### config.mk
export PLATFORM = sky130hd
export DESIGN_NAME = bcd_time_counter
export DESIGN_NICKNAME = d
export VERILOG_FILES = /design/src/rtl/bcd_time_counter.sv
export SDC_FILE = /design/constraint.sdc
export NUM_CORES = 1
export LEC_CHECK = 0
export CAP_MARGIN = 20
export CORE_MARGIN = 2
export CORE_UTILIZATION = 55
export CTS_CLUSTER_DIAMETER = 60
export DETAILED_ROUTE_END_ITERATION = 7
export MAX_ROUTING_LAYER = met4
export PLACE_DENSITY_LB_ADDON = 0.08
export SLEW_MARGIN = 20
export SYNTH_ARGS = -nofsm -noshare
export SYNTH_HDL_FRONTEND = slang
export SYNTH_SLANG_ARGS = --single-unit
### constraint.sdc
create_clock -name clk -period 3.3 [get_ports clk]
set_input_delay 0.495 -clock clk [delete_from_list [all_inputs] [get_ports clk]]
set_output_delay 0.495 -clock clk [all_outputs]
set_load 0.01 [all_outputs]
### src/rtl/bcd_time_counter.sv
// MM:SS BCD time counter with run/hold/adjust modes.
// Separate prescalers pace the one-second tick and the manual adjust step.
module bcd_time_counter #(
  parameter int TICK_DIV  = 50000000,
  parameter int ADJ_DIV   = 25000000,
  parameter int MIN_LIMIT = 59
) (
  input  logic       clk,
  input  logic       reset,
  input  logic       pause,
  input  logic       adj,
  input  logic       sel,
  output logic [3:0] sec_one,
  output logic [3:0] sec_ten,
  output logic [3:0] min_one,
  output logic [3:0] min_ten,
  output logic       sec_tick,
  output logic       wrap
);

  localparam int TW = (TICK_DIV > 1) ? $clog2(TICK_DIV) : 1;
  localparam int AW = (ADJ_DIV > 1) ? $clog2(ADJ_DIV) : 1;
  localparam logic [TW-1:0] TICK_LAST = TW'(TICK_DIV - 1);
  localparam logic [AW-1:0] ADJ_LAST  = AW'(ADJ_DIV - 1);
  localparam logic [3:0]    LIM_TEN   = 4'(MIN_LIMIT / 10);
  localparam logic [3:0]    LIM_ONE   = 4'(MIN_LIMIT % 10);

  typedef enum logic [1:0] {ST_RUN, ST_HOLD, ST_ADJ} state_e;

  state_e state_q, state_d;

  logic [TW-1:0] tick_psc_q, tick_psc_d, tick_cnt;
  logic [AW-1:0] adj_psc_q, adj_psc_d, adj_cnt;
  logic [3:0]    sec_one_q, sec_ten_q, min_one_q, min_ten_q;
  logic [3:0]    sec_one_d, sec_ten_d, min_one_d, min_ten_d;
  logic          sec_tick_q, sec_tick_d, wrap_q, wrap_d;
  logic          inc_sec, inc_min, sec_max, min_max;

  always_comb begin
    state_d = ST_RUN;
    if (adj)        state_d = ST_ADJ;
    else if (pause) state_d = ST_HOLD;
  end

  always_comb begin
    // Crossing the ADJ boundary restarts both prescalers from zero.
    tick_cnt   = (state_q == ST_ADJ) ? '0 : tick_psc_q;
    adj_cnt    = (state_q == ST_ADJ) ? adj_psc_q : '0;
    sec_max    = (sec_ten_q == 4'd5) && (sec_one_q == 4'd9);
    min_max    = (min_ten_q == LIM_TEN) && (min_one_q == LIM_ONE);
    tick_psc_d = tick_cnt;
    adj_psc_d  = '0;
    sec_tick_d = 1'b0;
    wrap_d     = 1'b0;
    inc_sec    = 1'b0;
    inc_min    = 1'b0;

    case (state_d)
      ST_RUN: begin
        if (tick_cnt == TICK_LAST) begin
          tick_psc_d = '0;
          inc_sec    = 1'b1;
          sec_tick_d = 1'b1;
          inc_min    = sec_max;
          wrap_d     = sec_max && min_max;
        end else begin
          tick_psc_d = tick_cnt + TW'(1);
        end
      end
      ST_ADJ: begin
        tick_psc_d = '0;
        if (adj_cnt == ADJ_LAST) begin
          adj_psc_d = '0;
          inc_min   = sel;
          inc_sec   = ~sel;
        end else begin
          adj_psc_d = adj_cnt + AW'(1);
        end
      end
      default: ;
    endcase

    sec_one_d = sec_one_q;
    sec_ten_d = sec_ten_q;
    min_one_d = min_one_q;
    min_ten_d = min_ten_q;

    if (inc_sec) begin
      if (sec_one_q == 4'd9) begin
        sec_one_d = 4'd0;
        sec_ten_d = (sec_ten_q == 4'd5) ? 4'd0 : sec_ten_q + 4'd1;
      end else begin
        sec_one_d = sec_one_q + 4'd1;
      end
    end

    if (inc_min) begin
      if (min_max) begin
        min_one_d = 4'd0;
        min_ten_d = 4'd0;
      end else if (min_one_q == 4'd9) begin
        min_one_d = 4'd0;
        min_ten_d = min_ten_q + 4'd1;
      end else begin
        min_one_d = min_one_q + 4'd1;
      end
    end
  end

  always_ff @(posedge clk) begin
    if (reset) begin
      state_q    <= ST_RUN;
      tick_psc_q <= '0;
      adj_psc_q  <= '0;
      sec_one_q  <= 4'd0;
      sec_ten_q  <= 4'd0;
      min_one_q  <= 4'd0;
      min_ten_q  <= 4'd0;
      sec_tick_q <= 1'b0;
      wrap_q     <= 1'b0;
    end else begin
      state_q    <= state_d;
      tick_psc_q <= tick_psc_d;
      adj_psc_q  <= adj_psc_d;
      sec_one_q  <= sec_one_d;
      sec_ten_q  <= sec_ten_d;
      min_one_q  <= min_one_d;
      min_ten_q  <= min_ten_d;
      sec_tick_q <= sec_tick_d;
      wrap_q     <= wrap_d;
    end
  end

  assign sec_one  = sec_one_q;
  assign sec_ten  = sec_ten_q;
  assign min_one  = min_one_q;
  assign min_ten  = min_ten_q;
  assign sec_tick = sec_tick_q;
  assign wrap     = wrap_q;

endmodule

# --- After elaboration in Yosys (flattened, before gate mapping) ---
# Index checks and enable logic that the tools add are counted.
op_classes:
  n_addsub: 6
  n_div: 0
  mux: 18
  reduce_logical: 10
  eq_ne: 8
  multipliers: 0
  n_lt_le_gt_ge: 0
  bitwise_logic: 4
  shift: 0
ops:
  columns: ["op", "count"]
  rows:
  - ["26-bit 2-to-1 mux", 2]
  - ["26-bit case mux with 2 select lines", 1]
  - ["26-bit by 1-bit adder with 26-bit output, second input constant", 1]
  - ["26-bit equality test, second input constant", 1]
  - ["25-bit by 1-bit adder with 25-bit output, second input constant", 1]
  - ["25-bit equality test, second input constant", 1]
  - ["25-bit 2-to-1 mux", 1]
  - ["4-bit 2-to-1 mux", 6]
  - ["4-bit by 1-bit adder with 4-bit output, second input constant", 4]
  - ["4-bit by 3-bit equality test with 1-bit output, second input constant", 2]
  - ["4-bit equality test, second input constant", 2]
  - ["3-bit OR reduction", 2]
  - ["1-bit 2-to-1 mux", 5]
  - ["2-bit equality test, second input constant", 2]
  - ["1-bit inverter", 4]
  - ["1-bit case mux with 2 select lines", 2]
  - ["2-bit AND reduction", 2]
  - ["1-bit logical AND", 3]
  - ["2-bit logical NOT", 1]
  - ["2-bit 2-to-1 mux", 1]
  - ["2-bit nonzero test", 1]
  - ["2-bit OR reduction", 1]
totals:
  rom_bits: 0
  latchBits: 0
  output_inout_bits: 18
  ram_bits: 0
  mem_count: 0
  regBits: 71

# --- Logic depth before layout (Yosys ltp) ---
# Gate-level depths: netlist (run 1).
logic_depth:
  depth_word: 6
  mapped_depth: 13
  ltp_nobuf: 9

# --- Least setup slack after synthesis (run 1) ---
# No wires, ideal clock.
synth_path:
  path_type: "register to register"
  startpoint: "register state_q[1]"
  endpoint: "register adj_psc_q[10]"
  path_slack_ps: 432
  setup_time_ps: 117
  path_buffers: 4
  path_stages_with_launch: 14
  t_arrival_ps: 2750
  path_cell_list: "dfxtp_1 > nor2b_4 > buf_6 > clkbuf_1 > clkbuf_1 > and2_1 > ha_1 > nand3_1 > nor2_1 > nand2_1 > or4_1 > nand3_1 > buf_2 > nor2_1"
synth_via:
  elab_chain_len: 4
synth_lines:
  columns: ["item", "line", "rtl"]
  rows:
  - ["start, declared", "30", "state_e state_q, state_d;"]
  - ["start signal, assigned", "122", "state_q <= state_d;"]
  - ["2-bit equality test (*)", "48", "adj_cnt = (state_q == ST_ADJ) ? adj_psc_q : '0;"]
  - ["25-bit 2-to-1 mux (*)", "48", null]
  - ["branches (longest 2 deep; another with 25-bit by 1-bit adder with 25-bit output)", null, null]
  - ["end signal, assigned", "124", "adj_psc_q <= adj_psc_d;"]
  - ["end, declared", "33", "logic [AW-1:0] adj_psc_q, adj_psc_d, adj_cnt;"]
# Mark *: on every way between the ends.
# A chain may end at the register's enable or synchronous reset.

# --- Worst setup path after layout (run 1) ---
layout_path:
  startpoint: "register state_q[0]"
  endpoint: "register min_ten_q[3], in the netlist min_ten[3]"
layout_via:
  elab_chain_len: 6
layout_lines:
  columns: ["item", "line", "rtl"]
  rows:
  - ["2-bit equality test (*)", "47, 48", null]
  - ["26-bit 2-to-1 mux or 25-bit 2-to-1 mux (tied branches)", "47, 48", null]
  - ["26-bit equality test or 25-bit equality test (tied branches)", "60, 72", null]
  - ["1-bit 2-to-1 mux, on equally long branches", "60, 72", null]
  - ["1-bit case mux with 2 select lines (*)", "58", "case (state_d)"]
  - ["2-bit AND reduction (no line) (*)", null, null]
  - ["end signal, assigned", "128", "min_ten_q <= min_ten_d;"]
  - ["end, declared", "34", "logic [3:0] sec_one_q, sec_ten_q, min_one_q, min_ten_q;"]
# Every way passes the cells marked *; elsewhere a longest branch is shown, timed or not.

==> impl_metrics.yaml, run 1 <==
cts:
  hold_buffers: 0
  post_cts_buffers: 0
  cts_sinks: 71
  cts-resized-gates: 0
  cts-buffers-inserted: 9
  cts_tree: "done"
  clkTransAtPathRegs_ns: 0.08
  cts-htree-levels: 3
  cts-root-buf: "clkbuf_8"
  clock_latency_ns: 0.34
  cts_buffer_depth: 2
logic_synthesis:
  synth-async-reset-ratio_pct: 0
  ys_seq_elements: 71
  synth_area_sq_mm: 0.003899
  netlist.top_cell.by_area: "dfxtp_1"
  synthDistinctLibCells: 75
  synth-compound-area-share_pct: 11.39
  ys.flop_type: "dfxtp_1"
  synth_xor_area_share_pct: 6.290
  ys_warn_count: 0
  synth_edf_count: 0
  synth_fa_ha_area_share_pct: 1.926
  synth_nets: 467
  yosys-top-cells-area: "dfxtp_1 (36%), nor2_1 (5.4%), xor2_1 (4.9%), nand2_1 (4.1%), nand3_1 (3.5%)"
  synth_top_family_by_area: "simple AND/OR/NAND/NOR gates"
  yosysTopAreaCellShare_pct: 36.46
  syn_avg_cell_area_sq_um: 8.550
  ys_seq_area_share_pct: 36.46
  synthMuxAreaShare_pct: 3.113
  syn_inst: 456
  synth-simple-area-share_pct: 36.94
worst_setup_path:
  crit_path_max_fanout: 20
  worstPathBufferInverterCount: 0
  slowest_delay_ns: 0.46
  crit_family: "simple AND/OR/NAND/NOR gates"
  r2r_slack_ns: 0.60
  required_ns: 3.53
  worst_path_max_delay_cell: "a22o_1"
  ff2ff_path_depth: 9
  critPathKind: "reg -> reg"
  timing.rr.start: "state_q[0]"
  crit_arrival_ns: 2.94
  path_cells: "nand2b_4 > and2_1 > ha_1 > and3_1 > nand2_1 > nor3_1 > a22o_1 > nand3_2 > mux2_4"
  reg2reg_to: "min_ten[3]"
  crit_path_end_kind: "register"
  cp-start-kind: "register"
global_routing:
  grt_max_degree: 25
  grt_first_pass_wirelength_mm: 14.57
  grt_antenna_before_repair: 0
  grt_util_all_layers_pct: 24.35
  grt.overflow.total: 0
  grt_pass1_vias: 3077
worst_hold_path:
  hold_path_end: "tick_psc_q[22]"
  hold-path-cell-count: 2
  hold_class: "reg -> reg"
  worstHoldStart: "tick_psc_q[22]"
sta:
  setup_viol_count_final: 0
  fin_crit_sh_pct: 81.91
  maxSlewHeadroom_pct: 49.89
  finalHoldViolations: 0
  tns_ns: 0
  fin_worst_skew_ns: 0.005689
  rsz0062_at_grt: "no"
  tightest_slew_ns: 0.7458
  clock.fmax_mhz: 370.0
  whs_ns: 0.5004
  slew_viol_final: 0
  period_needed_ns: 2.703
floorplan:
  start_util_pct: 57.07
  coreArea_sq_mm: 0.006832
  die_area_sq_mm: 0.007778
  dieHeight_um: 88.20
  die-width_um: 88.20
  fp-row-count: 30
  ios: 23
final_layout:
  layout.cells.most_common: "dfxtp_1"
  final_cell_mix: "dfxtp_1 (71), nor2_1 (56), nand2_1 (43)"
  area_delta_synth_final_pct: 12.42
  drive_gt1_share_pct: 11.83
  fillCellCount: 602
  final_util_pct: 64.16
  fin_nets: 488
  antenna_cells: 0
place:
  post-dp-hpwl_mm: 6.059
  gp_congestion: 0.9092
  io_buffers: 22
routing:
  via_per_inst: 5.913
  wl_met1_mm: 4.222
  vias: 3418
  routed.top_layer: "met4"
  wirelength_mm: 8.728
  ant_nets: 0
  drtIter0Drc: 273
  wl_per_cell_um: 15.10
  drc: 0
  dr_wl_met2_mm: 4.048
  dr.pass1.iters: 5
  wl_met3_um: 373
pwr:
  p_per_area_mw_per_mm2: 381.2
  cellLeakagePower_nw: 1.529
  irDropWorstVdd_mv: 0.2976
run:
  drv_cap: 0
status:
  status: "completed"
==> per-layer routing <==
layer  global-route usage [%]  vias up
li1                         -     1695
met5                        -        -
met4                    5.785        0
met3                    6.032        7
met1                    32.19     1633
met2                    37.59       83
==> report_power, final <==
part / internal [W] / leakage [nW] / switching (W) / total [W]
registers: 0.000861 / 0.573 / 0.00000404 / 0.000865
clock network: 0.000409 / 0.109 / 0.000320 / 0.000730
logic: 0.0000262 / 0.847 / 0.0000501 / 0.0000763
==> worst max path at each step <==
| stage | start | endpoint | slack [ns] | cells past startpoint |
|---|---|---|---|---|
| floorplan | state_q[1] | adj_psc_q[10] | 0.43 | 13 |
| global placement | state_q[0] | min_ten[3] | 0.72 | 9 |
| detailed placement | state_q[0] | min_ten[3] | 0.64 | 9 |
| CTS | state_q[0] | min_ten[3] | 0.63 | 9 |
| global route | state_q[0] | min_ten[3] | 0.40 | 9 |
| finish | state_q[0] | min_ten[3] | 0.60 | 9 |
==> synthesized netlist by cell type, drive strengths merged, types with 7 or more instances <==
| library cell | n |
|---|---|
| a21oi | 13 |
| and2 | 7 |
| and3 | 15 |
| buf | 9 |
| clkbuf | 10 |
| dfxtp | 71 |
| inv | 9 |
| mux2 | 7 |
| nand2 | 45 |
| nand3 | 31 |
| nand4 | 25 |
| nor2 | 56 |
| nor2b | 13 |
| nor3 | 18 |
| nor4 | 13 |
| o21ai | 13 |
| xor2 | 22 |
==> metrics by stage <==
| step | instances | area, sq um | total power [W] | worst slack [ns] |
|---|---|---|---|---|
| floorplan | 456 | 3899 | 0.0009351 | 0.4323 |
| global placement | 562 | 4174 | 0.0009597 | 0.7163 |
| detailed placement | 562 | 4174 | 0.0009604 | 0.6399 |
| CTS | 578 | 4383 | 0.001691 | 0.6261 |
| global route | 578 | 4383 | 0.001727 | 0.3952 |
| finish | 578 | 4383 | 0.001671 | 0.5970 |
==> sequential cells by signal, indices dropped and copies added (netlist names) <==
signal	cells
adj_psc_q	25
min_one	4
min_ten	4
sec_one	4
sec_ten	4
sec_tick	1
state_q	2
tick_psc_q	26
wrap	1
==> worst reg2reg max path: stages (launching register included) <==
cell,delay (ns)
dfxtp_1,0.39
nand2b_4,0.28
and2_1,0.19
ha_1,0.22
and3_1,0.31
nand2_1,0.10
nor3_1,0.18
a22o_1,0.46
nand3_2,0.14
mux2_4,0.32
==> logic make-up after synthesis <==
group / Yosys count
XOR/XNOR: 28
AND/OR/NAND/NOR: 253
flip-flops: 71
AO/OA/AOI/OAI: 61
adder cells (fa/ha/maj): 6
buffers and inverters: 28
multiplexers: 9
==> area by class of cell <==
class / instances / area [sq um] / area share (%)
Tap cell: 96 / 120.1 / 2.741
Clock inverter: 3 / 40.04 / 0.9135
Timing Repair Buffer: 29 / 272.8 / 6.223
Inverter: 9 / 33.78 / 0.7708
Clock buffer: 13 / 168.9 / 3.854
Multi-Input combinational cell: 357 / 2326 / 53.07
Sequential cell: 71 / 1421 / 32.43
Note: power is estimated with default switching activity, not from simulation.
==> run 2, diff against run 1 <==
--- a/config.mk
+++ b/config.mk
@@ -7,7 +7,7 @@
 export LEC_CHECK = 0
 export CAP_MARGIN = 20
 export CORE_MARGIN = 2
-export CORE_UTILIZATION = 55
+export CORE_UTILIZATION = 54
 export CTS_CLUSTER_DIAMETER = 60
 export DETAILED_ROUTE_END_ITERATION = 7
 export MAX_ROUTING_LAYER = met4
==> constraint.sdc (replaced) <==
create_clock -name clk -period 2.4 [get_ports clk]
set_input_delay 0.36 -clock clk [delete_from_list [all_inputs] [get_ports clk]]
set_output_delay 0.36 -clock clk [all_outputs]
set_load 0.01 [all_outputs]
==> run 2 against run 1 <==
Against the previous run:
- register-to-register slack got worse by 0.48 ns
- combinational power increased by 49%
- largest cell class unchanged
- critical endpoint unchanged
- cell count increased by 3.5%
- cell area increased by 4.5%
- wire length increased by 7.1%
==> impl_metrics.yaml, run 2 (synthesis results as in run 1) <==
routing:
  via_per_inst: 5.905
  wl_per_cell_um: 15.63
  vias: 3531
  wirelength_mm: 9.349
  dr.pass1.iters: 4
  drtIter0Drc: 156
  drc: 0
  ant_nets: 0
place:
  gp_congestion: 0.8584
  place_area_sq_mm: 0.004337
  post-dp-hpwl_mm: 6.555
  io_buffers: 22
run:
  drv_cap: 0
sta:
  setup_viol_count_final: 0
  finalHoldViolations: 0
  slew_viol_final: 0
  clock.fmax_mhz: 438.1
  maxSlewHeadroom_pct: 62.31
  period_needed_ns: 2.283
  tightest_slew_ns: 0.5633
  fin_worst_skew_ns: 0.01146
  fin_crit_sh_pct: 95.11
cts:
  cts-buffers-inserted: 9
  cts_buffer_depth: 2
  cts_tree: "done"
  clock_latency_ns: 0.35
  cts-htree-levels: 3
  cts_sinks: 71
  cts-root-buf: "clkbuf_8"
  hold_buffers: 0
  clkTransAtPathRegs_ns: 0.07
floorplan:
  die-width_um: 88.97
  dieHeight_um: 88.97
  ios: 23
  die_area_sq_mm: 0.007916
  fp-row-count: 30
  coreArea_sq_mm: 0.006907
  start_util_pct: 56.45
final_layout:
  final_util_pct: 66.30
  multi_input_area_sq_mm: 0.002375
  fin_area_sq_mm: 0.004579
  regArea_sq_mm: 0.001424
  area_delta_synth_final_pct: 17.46
  antenna_cells: 0
  final_cell_mix: "dfxtp_1 (69), nor2_1 (55), nand2_1 (43)"
  fin_nets: 508
  layout.cells.most_common: "dfxtp_1"
  top_register: "tick_psc_q"
  largest_reg_flops: 26
  top_regs: "tick_psc_q: 26 flops, adj_psc_q: 25 flops"
  drive_gt1_share_pct: 17.33
  fillCellCount: 604
pwr:
  cellLeakagePower_nw: 1.626
  p_per_area_mw_per_mm2: 502.6
  irDropWorstVdd_mv: 0.3341
global_routing:
  grt_max_degree: 27
  grt_antenna_before_repair: 0
  grt.overflow.total: 0
  grt_util_all_layers_pct: 25.30
  grt_pass1_vias: 3295
  grt_first_pass_wirelength_mm: 15.28
worst_setup_path:
  timing.rr.start: "state_q[0]"
  ff2ff_path_depth: 10
  required_ns: 2.64
  critPathKind: "reg -> reg"
  r2r_slack_ns: 0.12
  crit_path_max_fanout: 9
  crit_path_end_kind: "register"
  crit_arrival_ns: 2.52
  cp-start-kind: "register"
  reg2reg_to: "min_ten[3]"
status:
  status: "completed"
worst_hold_path:
  hold-path-cell-count: 2
  hold_path_end: "tick_psc_q[22]"
  hold_class: "reg -> reg"
  worstHoldStart: "tick_psc_q[22]"
==> run 2: cell types whose count changed in the layout (fill, tap and decap cells not counted), moves of 2 or more <==
cell	before	now
buf_4	7	25
dfxtp_1	71	69
dfxtp_2	0	2
ha_1	6	4
ha_2	0	2
==> run 2: stage by stage <==
stage / setup WS, ns / hold WS, ns / power, W / std cells / setup TNS [ns]
6_report: 0.1174 / 0.5046 / 0.002301 / 598 / 0
5_1_grt: -0.0007265 / 0.5310 / 0.002381 / 598 / -0.0007265
4_1_cts: 0.04179 / 0.5042 / 0.002324 / 596 / 0
3_5_place_dp: 0.07577 / 0.4867 / 0.001330 / 580 / 0
3_3_place_gp: 0.08817 / 0.4829 / 0.001329 / 580 / 0
2_1_floorplan: 0.005315 / 0.4362 / 0.001293 / 456 / 0
==> run 2: timing repair <==
action	CTS	global route
buffers inserted	0	1
resized for setup	0	5
endpoints found under the setup margin	0	8
==> run 2: worst max path at each step <==
stage | to | start | slack [ns] | cells past startpoint
4_1_cts | min_ten[3] | state_q[1] | 0.04 | 9
3_5_place_dp | min_ten[3] | pause | 0.08 | 8
5_1_grt | min_ten[3] | state_q[0] | -0.0007 | 10
3_3_place_gp | min_ten[3] | state_q[1] | 0.09 | 9
2_1_floorplan | min_ten[3] | state_q[1] | 0.005 | 13
6_report | min_ten[3] | state_q[0] | 0.12 | 10
==> run 2: layer usage <==
metal	part of all wire, %	global-route usage [%]	vias to the layer above
li1	-	-	1744
met1	47	31.75	1690
met2	48	39.96	81
met3	3.6	5.817	16
met4	1.5	9.362	0
met5	0	-	-
==> run 2: report_power, final <==
part	leakage, nW	internal, W	switching [W]
Clock	0.105	0.000535	0.000462
Combinational	0.947	0.0000417	0.0000725
Sequential	0.573	0.00118	0.00000608
==> run 2: layout make-up <==
cell class | count | area share (%)
Multi-Input combinational cell | 358 | 51.86
Sequential cell | 71 | 31.09
Timing Repair Buffer | 48 | 9.153
Clock buffer | 11 | 3.306
Tap cell | 96 | 2.623
Clock inverter | 5 | 1.230
Inverter | 9 | 0.7377
==> run 2: worst max-delay path, stage by stage (launching register included) <==
cell and delay [ns]:
dfxtp_2 0.36, nand2b_4 0.18, and2_1 0.17, ha_2 0.21, and3_4 0.22, nand2_1 0.08
nor3_1 0.20, a22o_1 0.19, buf_6 0.16, nand3_2 0.09, mux2_4 0.32
